$ cat src/rtl/muldiv_unit.sv
// muldiv_unit: iterative RV32M multiply/divide unit for the EX stage.
// Works on operand magnitudes (shift-add multiply, restoring divide) and applies
// the sign on the edge that enters FIN, so result is a registered value.
// Handshake: start is sampled only while busy=0 (IDLE or FIN); funct3/srcA/srcB
// need only be valid in that start cycle; done pulses for one cycle with result
// valid in the same cycle; flush aborts any state and wins over a same-cycle start.
module muldiv_unit #(
   parameter int XLEN   = 32,
   parameter int UNROLL = 1
) (
   input  logic            clk,
   input  logic            reset,
   input  logic            start,
   input  logic [2:0]      funct3,
   input  logic [XLEN-1:0] srcA,
   input  logic [XLEN-1:0] srcB,
   input  logic            flush,
   output logic            busy,
   output logic            done,
   output logic [XLEN-1:0] result
);
   localparam int N  = XLEN / UNROLL;
   localparam int CW = $clog2(N + 1);
   localparam logic [XLEN-1:0] MIN_NEG = {1'b1, {(XLEN-1){1'b0}}};

   typedef enum logic [1:0] {IDLE, CALC, FIN} state_t;

   state_t            state_q, state_d;
   logic [CW-1:0]     cnt_q, cnt_d;
   logic [2:0]        op_q, op_d;
   logic              neg_q, neg_d;
   logic [XLEN-1:0]   a_q, a_d;        // multiplicand or divisor magnitude
   logic [2*XLEN:0]   acc_q, acc_d;    // {hi, lo} product or {rem, dividend/quotient}
   logic [XLEN-1:0]   result_q, result_d;

   logic [2*XLEN:0]   step_acc;
   logic [XLEN:0]     shl;
   logic [XLEN:0]     sum;
   logic [XLEN+1:0]   trial;
   logic [2*XLEN-1:0] prod;
   logic [XLEN-1:0]   div_val;
   logic [XLEN-1:0]   fin_val;
   logic              sign_a, sign_b, ovf;
   logic [XLEN-1:0]   mag_a, mag_b;

   // Issue decode: operand signedness, magnitudes and the signed-overflow case
   always_comb begin
      sign_a = 1'b0;
      sign_b = 1'b0;
      case (funct3)
         3'b000, 3'b001, 3'b100, 3'b110: begin
            sign_a = srcA[XLEN-1];
            sign_b = srcB[XLEN-1];
         end
         3'b010:  sign_a = srcA[XLEN-1];
         default: ;
      endcase
      mag_a = sign_a ? -srcA : srcA;
      mag_b = sign_b ? -srcB : srcB;
      ovf   = (funct3 == 3'b100 || funct3 == 3'b110) && (srcA == MIN_NEG) && (srcB == '1);
   end

   // UNROLL iteration steps: shift-add (LSB first) or restoring subtract (MSB first)
   always_comb begin
      step_acc = acc_q;
      shl      = '0;
      sum      = '0;
      trial    = '0;
      for (int i = 0; i < UNROLL; i++) begin
         if (op_q[2]) begin
            shl   = {step_acc[2*XLEN-1:XLEN], step_acc[XLEN-1]};
            trial = {1'b0, shl} - {2'b00, a_q};
            if (trial[XLEN+1]) begin
               step_acc = {shl, step_acc[XLEN-2:0], 1'b0};
            end else begin
               step_acc = {trial[XLEN:0], step_acc[XLEN-2:0], 1'b1};
            end
         end else begin
            sum      = {1'b0, step_acc[2*XLEN-1:XLEN]} + (step_acc[0] ? {1'b0, a_q} : '0);
            step_acc = {1'b0, sum, step_acc[XLEN-1:1]};
         end
      end
   end

   // Sign fix-up and half selection of the final iteration's value
   always_comb begin
      prod    = neg_q ? -step_acc[2*XLEN-1:0] : step_acc[2*XLEN-1:0];
      div_val = op_q[1] ? step_acc[2*XLEN-1:XLEN] : step_acc[XLEN-1:0];
      if (neg_q) begin
         div_val = -div_val;
      end
      if (op_q[2]) begin
         fin_val = div_val;
      end else if (op_q[1:0] == 2'b00) begin
         fin_val = prod[XLEN-1:0];
      end else begin
         fin_val = prod[2*XLEN-1:XLEN];
      end
   end

   // Next-state and outputs
   always_comb begin
      state_d  = state_q;
      cnt_d    = cnt_q;
      op_d     = op_q;
      neg_d    = neg_q;
      a_d      = a_q;
      acc_d    = acc_q;
      result_d = result_q;
      busy     = (state_q == CALC);
      done     = (state_q == FIN) && !flush;
      if (flush) begin
         state_d = IDLE;
      end else begin
         case (state_q)
            IDLE, FIN: begin
               if (start) begin
                  op_d  = funct3;
                  neg_d = (funct3 == 3'b110) ? sign_a : (sign_a ^ sign_b);
                  if (funct3[2] && srcB == '0) begin
                     result_d = funct3[1] ? srcA : '1;
                     state_d  = FIN;
                  end else if (ovf) begin
                     result_d = funct3[1] ? '0 : srcA;
                     state_d  = FIN;
                  end else begin
                     a_d     = funct3[2] ? mag_b : mag_a;
                     acc_d   = {{(XLEN+1){1'b0}}, (funct3[2] ? mag_a : mag_b)};
                     cnt_d   = CW'(N);
                     state_d = CALC;
                  end
               end else begin
                  state_d = IDLE;
               end
            end
            CALC: begin
               acc_d = step_acc;
               cnt_d = cnt_q - CW'(1);
               if (cnt_q == CW'(1)) begin
                  result_d = fin_val;
                  state_d  = FIN;
               end
            end
            default: state_d = IDLE;
         endcase
      end
   end

   // State and datapath registers
   always_ff @(posedge clk or posedge reset) begin
      if (reset) begin
         state_q  <= IDLE;
         cnt_q    <= '0;
         op_q     <= '0;
         neg_q    <= 1'b0;
         a_q      <= '0;
         acc_q    <= '0;
         result_q <= '0;
      end else begin
         state_q  <= state_d;
         cnt_q    <= cnt_d;
         op_q     <= op_d;
         neg_q    <= neg_d;
         a_q      <= a_d;
         acc_q    <= acc_d;
         result_q <= result_d;
      end
   end

   assign result = result_q;

endmodule
$ cat config.mk
export PLATFORM = sky130hd
export DESIGN_NAME = muldiv_unit
export DESIGN_NICKNAME = d
export VERILOG_FILES = /design/src/rtl/muldiv_unit.sv
export SDC_FILE = /design/constraint.sdc
export NUM_CORES = 1
export LEC_CHECK = 0
export ABC_CLOCK_PERIOD_IN_PS = 12200
export BUFFER_PORTS_ARGS = -buffer_cell sky130_fd_sc_hd__buf_2
export CAP_MARGIN = 40
export CORE_MARGIN = 4
export CORE_UTILIZATION = 30
export CTS_CLUSTER_DIAMETER = 80
export DETAILED_ROUTE_END_ITERATION = 10
export GPL_TIMING_DRIVEN = 0
export SYNTH_ARGS = -nofsm -noshare
export SYNTH_HDL_FRONTEND = slang
export SYNTH_SLANG_ARGS = --single-unit
$ cat constraint.sdc
create_clock -name clk -period 12.2 [get_ports clk]
set_input_delay 1.22 -clock clk [delete_from_list [all_inputs] [get_ports clk]]
set_output_delay 1.22 -clock clk [all_outputs]
set_load 0.05 [all_outputs]
==> summary.txt, run 1 <==
Clocking
  • Setup repair bufs after CTS: 0
  • Clk slew on worst S/H paths: 0.07 ns
  • TritonCTS Buffers: 17
  • CTS root buf: clkbuf_16
  • Cts hold-fix bufs: 0
  • Post-cts sizing count: 0
  • Sink Count: 140
  • Worst skew pair latency: 0.46 ns
  • CTS tree: yes
  • Clk buf depth: 2
  • H-tree levels: 4

Place
  • Final HPWL DP: 73,000 um
  • Placed cell count: about 3,400
  • I/O Buffers: 99
  • Final GP Congestion: 1.08

Timing
  • Unrepaired setup endpoints after global routing: false
  • Layout Skew: 0.0151 ns
  • Endpoints failing hold: 0
  • Final-report setup violation count: 0
  • Slew Limit Fails: 0
  • Worst slew margin: 0.361
  • F_max: 0.139 GHz
  • Post-Route Setup TNS: 0 ns
  • Fin Hold WS: 0.475 ns
  • Final Critical Period: 7.21 ns
  • Final period util: 0.591
  • Worst slew pin tran: ~0.96 ns

Synthesis
  • Synth Warn #: 0
  • Sequential area share after synthesis: 0.199
  • Ys flop type: dfrtp_1
  • Mapped Area: between 15,000 and 20,000 sq um
  • Synthesized area per cell: between 7 and 8 sq um
  • Syn Inst Count: 2,474
  • Post-synth EDFFs: 0
  • Synth cell types: about 110
  • Post-synthesis register bit count: 140
  • Post-synthesis async set-or-reset flop share: 1.00
  • Syn_nets: ~2,600

Power and ir drop
  • Net Sw Power: around 0.0035 W
  • Sequential Power Share: 0.164
  • Sw frac: 0.605
  • Clk pwr share: 0.092
  • Worst VDD drop: around 0.00014 V
  • Cell area power density: between 200 and 300 nW/um^2
  • Cell-internal power: 0.00225 W
  • Comb pwr share: 0.744
  • Leak: 7.96 nW

Die
  • Initial core utilization: 0.305
  • Io pins: 105
  • Die Y: 251 um
  • # rows: 88
  • Die Wd: 251 um
  • Placeable Area: between 50,000 and 60,000 sq um
  • Die area: around 63,000 sq um

Critical path
  • Worst Path Arrival: 7.51 ns
  • CP Data Required Time: 12.50 ns
  • Origin of the critical flop-to-flop path: a_q[31]$_DFFE_PP0P_
  • Max FO, Critical Path: 8
  • Setup crit start kind: register
  • Crit. Startpoint: a_q[31]$_DFFE_PP0P_
  • Worst Setup End Kind: register
  • Critical path class: register to register

Status
  • Status: completed

Global routing
  • Congestion Overflow GR: 0
  • Vias in the first global route: 19,300
  • Largest net degree at the start of global routing: 89
  • Overall routing resource usage: 0.273
  • Antenna violations before repair: 0
  • Global-route wire length before repair: 129,000 um

Finish
  • Layout Nets: 2,749
  • Layout area overhead: 12.1%
  • Share of layout cells above drive strength 1: 0.108
  • Layout Cells excl Fill: 3,384

Min path
  • Hold_sp: result[2]$_DFFE_PP0P_
  • Hold crit path type: register to register

Run
  • # Max-Cap Violations: 0

Routing
  • Vias/cell: 6.22
  • Pre-antenna DRT Iters: 7
  • DR WL/cell: 26.7 um
  • Detail Route Antenna Nets: 0
  • Final wirelength: 90,200 um
  • DRT iter0 DRCs: 2,938
  • Final routed DRC violation total: 0
  • Vias: 21,100
==> per-stage QoR <==
step	area [sq um]	setup slack [ns]	power (W)	util
after global routing	19800	4.90	0.00595	0.341
final	19800	4.99	0.00571	0.341
after global placement	19100	5.21	0.00496	0.330
after CTS	19800	5.39	0.00551	0.341
after floorplan	17600	7.17	0.00356	-
after detailed placement	19200	5.44	0.00497	0.332
==> metal layers <==
| layer | up-vias | routed length [um] | track usage |
|---|---|---|---|
| li1 | 9378 | - | - |
| met2 | 1367 | 37600 | 0.402 |
| met1 | 10000 | 36400 | 0.363 |
| met5 | - | 0 | 0 |
| met3 | 268 | 10100 | 0.0648 |
| met4 | 0 | 6140 | 0.160 |
==> cells in the mapped netlist, types with 15 or more instances <==
cell,count,area [sq um]
a211oi_1,43,323
a21o_1,31,233
a21oi_1,240,1200
a221oi_1,17,149
a22o_1,16,140
a31oi_1,34,213
and2_1,50,313
buf_1,15,56.3
buf_2,29,145
clkbuf_1,104,390
dfrtp_1,140,3500
ha_1,71,888
inv_1,65,244
mux2_2,25,282
mux2i_1,46,460
nand2_1,289,1080
nand2b_1,17,106
nand3_1,49,245
nand4_1,41,257
nor2_1,288,1080
nor3_1,80,400
nor4_1,19,119
o211ai_1,29,218
o21ai_0,236,1180
o22ai_1,16,100
o31ai_1,27,203
or3_1,35,219
xnor2_1,82,718
xor2_1,69,604
==> cells in the final DEF (no fill, tap or decap), types with 46 or more instances in the layout <==
| master | Yosys | routed |
|---|---|---|
| nand2_1 | 289 | 289 |
| xnor2_1 | 82 | 82 |
| o21ai_0 | 236 | 236 |
| inv_1 | 65 | 64 |
| buf_2 | 29 | 136 |
| mux2i_1 | 46 | 46 |
| and2_1 | 50 | 50 |
| nor2_1 | 288 | 288 |
| ha_1 | 71 | 71 |
| xor2_1 | 69 | 69 |
| clkbuf_1 | 104 | 105 |
| dfrtp_1 | 140 | 140 |
| nand3_1 | 49 | 49 |
| a21oi_1 | 240 | 240 |
| nor3_1 | 80 | 80 |
==> final timing paths <==
check                           slack (ns)                     end  cells after the start
worst max-delay path                  4.99  result[28]$_DFFE_PP0P_                     20
worst min-delay path                  0.48   result[2]$_DFFE_PP0P_                      2
worst max register to register        4.99  result[28]$_DFFE_PP0P_                     20
worst min register to register        0.48   result[2]$_DFFE_PP0P_                      2
max in group asynchronous            10.49  result[21]$_DFFE_PP0P_                      3
min in group asynchronous             0.84      a_q[8]$_DFFE_PP0P_                      2
==> power by group through the flow <==
stage,sequential [W],clock [W],combinational [W]
after CTS,0.000917,0.000525,0.00407
final,0.000935,0.000528,0.00425
after global routing,0.000945,0.000547,0.00446
after detailed placement,0.000925,0,0.00405
after global placement,0.000923,0,0.00404
after floorplan,0.000969,0,0.00259
==> registers in the layout (all words and copies together) (netlist names) <==
register / cells
a_q: 32
acc_q: 64
result: 32
state_q: 2
cnt_q: 6
neg_q: 1
op_q: 3
==> area by class of cell <==
| class | instances | area, sq um |
|---|---|---|
| Inverter | 67 | 256 |
| Timing Repair Buffer | 112 | 597 |
| Antenna cell | 1 | 2.50 |
| Fill cell | 6426 | 38100 |
| Clock inverter | 13 | 129 |
| Buffer | 160 | 712 |
| Tap cell | 765 | 957 |
| Sequential cell | 140 | 3500 |
| Multi-Input combinational cell | 2107 | 13200 |
| Clock buffer | 19 | 443 |
==> worst max-delay path, cell delays in order (launching register included) <==
cell,delay (ns)
dfrtp_1,0.45
inv_1,0.19
ha_1,0.39
a211oi_1,0.33
and2_1,0.17
clkbuf_1,0.40
nand2_1,0.28
o32ai_4,0.42
ha_1,0.31
o21ai_1,0.21
nor4_4,0.55
nand4_2,0.29
or3_1,0.46
a21oi_1,0.34
nand2b_2,0.20
nor4b_4,0.56
nand4_1,0.26
o21ai_1,0.22
xor2_1,0.14
a2111oi_0,0.74
a211oi_1,0.12
==> logic make-up after synthesis <==
family / count (synthesis) / share of synthesized area
multiplexers: 72 / 0.0433
buffers and inverters: 227 / 0.0546
AND/OR/NAND/NOR: 963 / 0.262
flip-flops: 140 / 0.199
adder cells (fa/ha/maj): 73 / 0.0526
AO/OA/AOI/OAI: 848 / 0.314
XOR/XNOR: 151 / 0.0750
Note: power is estimated with default switching activity, not from simulation.
==> inputs of run 2 (changes only) <==
--- a/config.mk
+++ b/config.mk
@@ -5,7 +5,7 @@
 export SDC_FILE = /design/constraint.sdc
 export NUM_CORES = 1
 export LEC_CHECK = 0
-export ABC_CLOCK_PERIOD_IN_PS = 12200
+export ABC_CLOCK_PERIOD_IN_PS = 6580
 export BUFFER_PORTS_ARGS = -buffer_cell sky130_fd_sc_hd__buf_2
 export CAP_MARGIN = 40
 export CORE_MARGIN = 4
==> constraint.sdc (replaced) <==
create_clock -name clk -period 6.58 [get_ports clk]
set_input_delay 0.658 -clock clk [delete_from_list [all_inputs] [get_ports clk]]
set_output_delay 0.658 -clock clk [all_outputs]
set_load 0.05 [all_outputs]
==> summary.txt, run 2 (synthesis results as in run 1) <==
Timing
  • Final-report setup violation count: 0
  • Endpoints failing hold: 0
  • F_max: 0.156 GHz
  • Final Critical Period: 6.40 ns
  • Fin Hold WS: 0.286 ns
  • Layout Skew: ~0.014 ns
  • Worst slew margin: 0.348
  • Slew Limit Fails: 0
  • Worst slew pin tran: 0.978 ns
  • Post-Route Setup TNS: 0 ns
  • Final period util: 0.972

Place
  • Final GP Congestion: roughly 1.1
  • I/O Buffers: 99
  • Final HPWL DP: 73,000 um

Routing
  • Final wirelength: about 90,000 um
  • Vias: 21,000
  • Pre-antenna DRT Iters: 8
  • Detail Route Antenna Nets: 0
  • DR WL/cell: ~27 um
  • DRT iter0 DRCs: 2,858
  • Vias/cell: a little over 6
  • Final routed DRC violation total: 0

Die
  • Die area: 62,800 sq um
  • Die Wd: 251 um
  • # rows: 88
  • Die Y: between 200 and 300 um
  • Placeable Area: 57,900 sq um
  • Initial core utilization: 0.305
  • Io pins: 105

Clocking
  • Clk slew on worst S/H paths: 0.07 ns
  • Sink Count: 140
  • CTS tree: yes
  • TritonCTS Buffers: 17
  • Worst skew pair latency: 0.46 ns
  • H-tree levels: 4
  • Clk buf depth: 2
  • Cts hold-fix bufs: 0
  • CTS root buf: clkbuf_16

Power and ir drop
  • Total power draw: 0.0106 W
  • Worst VDD drop: ~0.00027 V
  • Cell area power density: between 500 and 600 nW/um^2
  • Leak: roughly 8.0 nW

Finish
  • Layout area overhead: 12.3%
  • Layout Nets: 2,751
  • Commonest cells after routing, fill and taps aside: 289 x nand2_1, 288 x nor2_1, 239 x a21oi_1
  • Share of layout cells above drive strength 1: 0.110
  • Max reg flops: 64
  • Antenna cell count: 0
  • Commonest non-fill, non-tap cell in the layout: nand2_1
  • Biggest register: acc_q

Run
  • # Max-Cap Violations: 0

Critical path
  • Worst r2r path cells: 24
  • Worst Setup End Kind: register
  • Critical path class: register to register
  • Worst Path Arrival: 6.72 ns
  • Max FO, Critical Path: 10
  • CP Data Required Time: 6.90 ns
  • Setup crit start kind: register

Min path
  • Hold crit path type: input port to asynchronous set/reset pin

Global routing
  • Global-route wire length before repair: 129,000 um
  • Congestion Overflow GR: 0
  • Overall routing resource usage: 0.273
  • Largest net degree at the start of global routing: 89
  • Antenna violations before repair: 0
  • Vias in the first global route: 19,300

Status
  • Status: completed
run 2: changes by cell type in the layout (fill, tap and decap cells not counted), moves of 2 or more:
cell	before	now
buf_4	7	10
a2111oi_0	5	3
dfrtp_1	140	138
dfrtp_2	0	2
run 2: worst paths after layout:
| check | start | slack [ns] | end |
|---|---|---|---|
| max | a_q[21]$_DFFE_PP0P_ | 0.18 | result[28]$_DFFE_PP0P_ |
| min | reset | 0.29 | acc_q[38]$_DFFE_PP0P_ |
| max reg2reg | a_q[21]$_DFFE_PP0P_ | 0.18 | result[28]$_DFFE_PP0P_ |
| min reg2reg | result[2]$_DFFE_PP0P_ | 0.48 | result[2]$_DFFE_PP0P_ |
| max in group asynchronous | reset | 5.41 | result[21]$_DFFE_PP0P_ |
| min in group clk | result[2]$_DFFE_PP0P_ | 0.48 | result[2]$_DFFE_PP0P_ |
run 2: repair_timing:
item / in CTS / in global routing
gates resized for setup: 1 / 5
setup endpoints to repair: 2 / 7
pin swaps: 2 / 2
buffers inserted: 0 / 3
run 2: layer usage:
metal  vias up  global-route usage  wire [um]  share of wire
li1       9372                   -          -              -
met1      9913               0.363      36300           0.40
met2      1389               0.402      37300           0.41
met3       295              0.0648      10100           0.11
met4         0               0.160       6390          0.071
met5         -                   0          0              0
run 2: stage by stage:
| step | utilization | cell area, sq um | worst slack [ns] | instances |
|---|---|---|---|---|
| after global placement | 0.330 | 19100 | -0.308 | 3338 |
| final | 0.342 | 19800 | 0.182 | 3385 |
| after floorplan | - | 17600 | 1.55 | 2474 |
| after CTS | 0.341 | 19800 | 0.0373 | 3382 |
| after global routing | 0.342 | 19800 | -0.0145 | 3385 |
| after detailed placement | 0.332 | 19200 | -0.175 | 3351 |
run 2: layout make-up:
cell class | instances | area, sq um
clock inverters | 13 | 129
clock buffers | 19 | 443
well taps | 765 | 957
plain buffers | 159 | 708
flip-flops and latches | 140 | 3510
inverters | 67 | 256
multi-input cells | 2107 | 13200
fillers | 6431 | 38100
repair buffers | 115 | 619
run 2: where the power goes:
| part | internal [W] | total [W] | leakage [nW] | switching, W |
|---|---|---|---|---|
| Sequential | 0.00120 | 0.00173 | 1.76 | 0.000534 |
| Combinational | 0.00244 | 0.00787 | 5.93 | 0.00544 |
| Clock | 0.000539 | 0.000976 | 0.281 | 0.000437 |
| Total | 0.00418 | 0.0106 | 7.97 | 0.00641 |
run 2: critical path, stage by stage (launching register included):
cell and delay (ns):
dfrtp_1 0.60, inv_1 0.09, ha_1 0.30, buf_2 0.17, and4_1 0.27, nand3_1 0.12, a31oi_1 0.12, o21ba_1 0.25
buf_6 0.18, o32ai_4 0.42, ha_1 0.30, o21ai_1 0.21, nor4_4 0.31, buf_4 0.19, nand4_2 0.19, or3_1 0.46
a21oi_2 0.24, nand2b_2 0.17, nor4b_4 0.29, buf_4 0.21, nand4_1 0.16, o21ai_1 0.22, xor2_1 0.16, a2111oi_2 0.49
a211oi_1 0.10
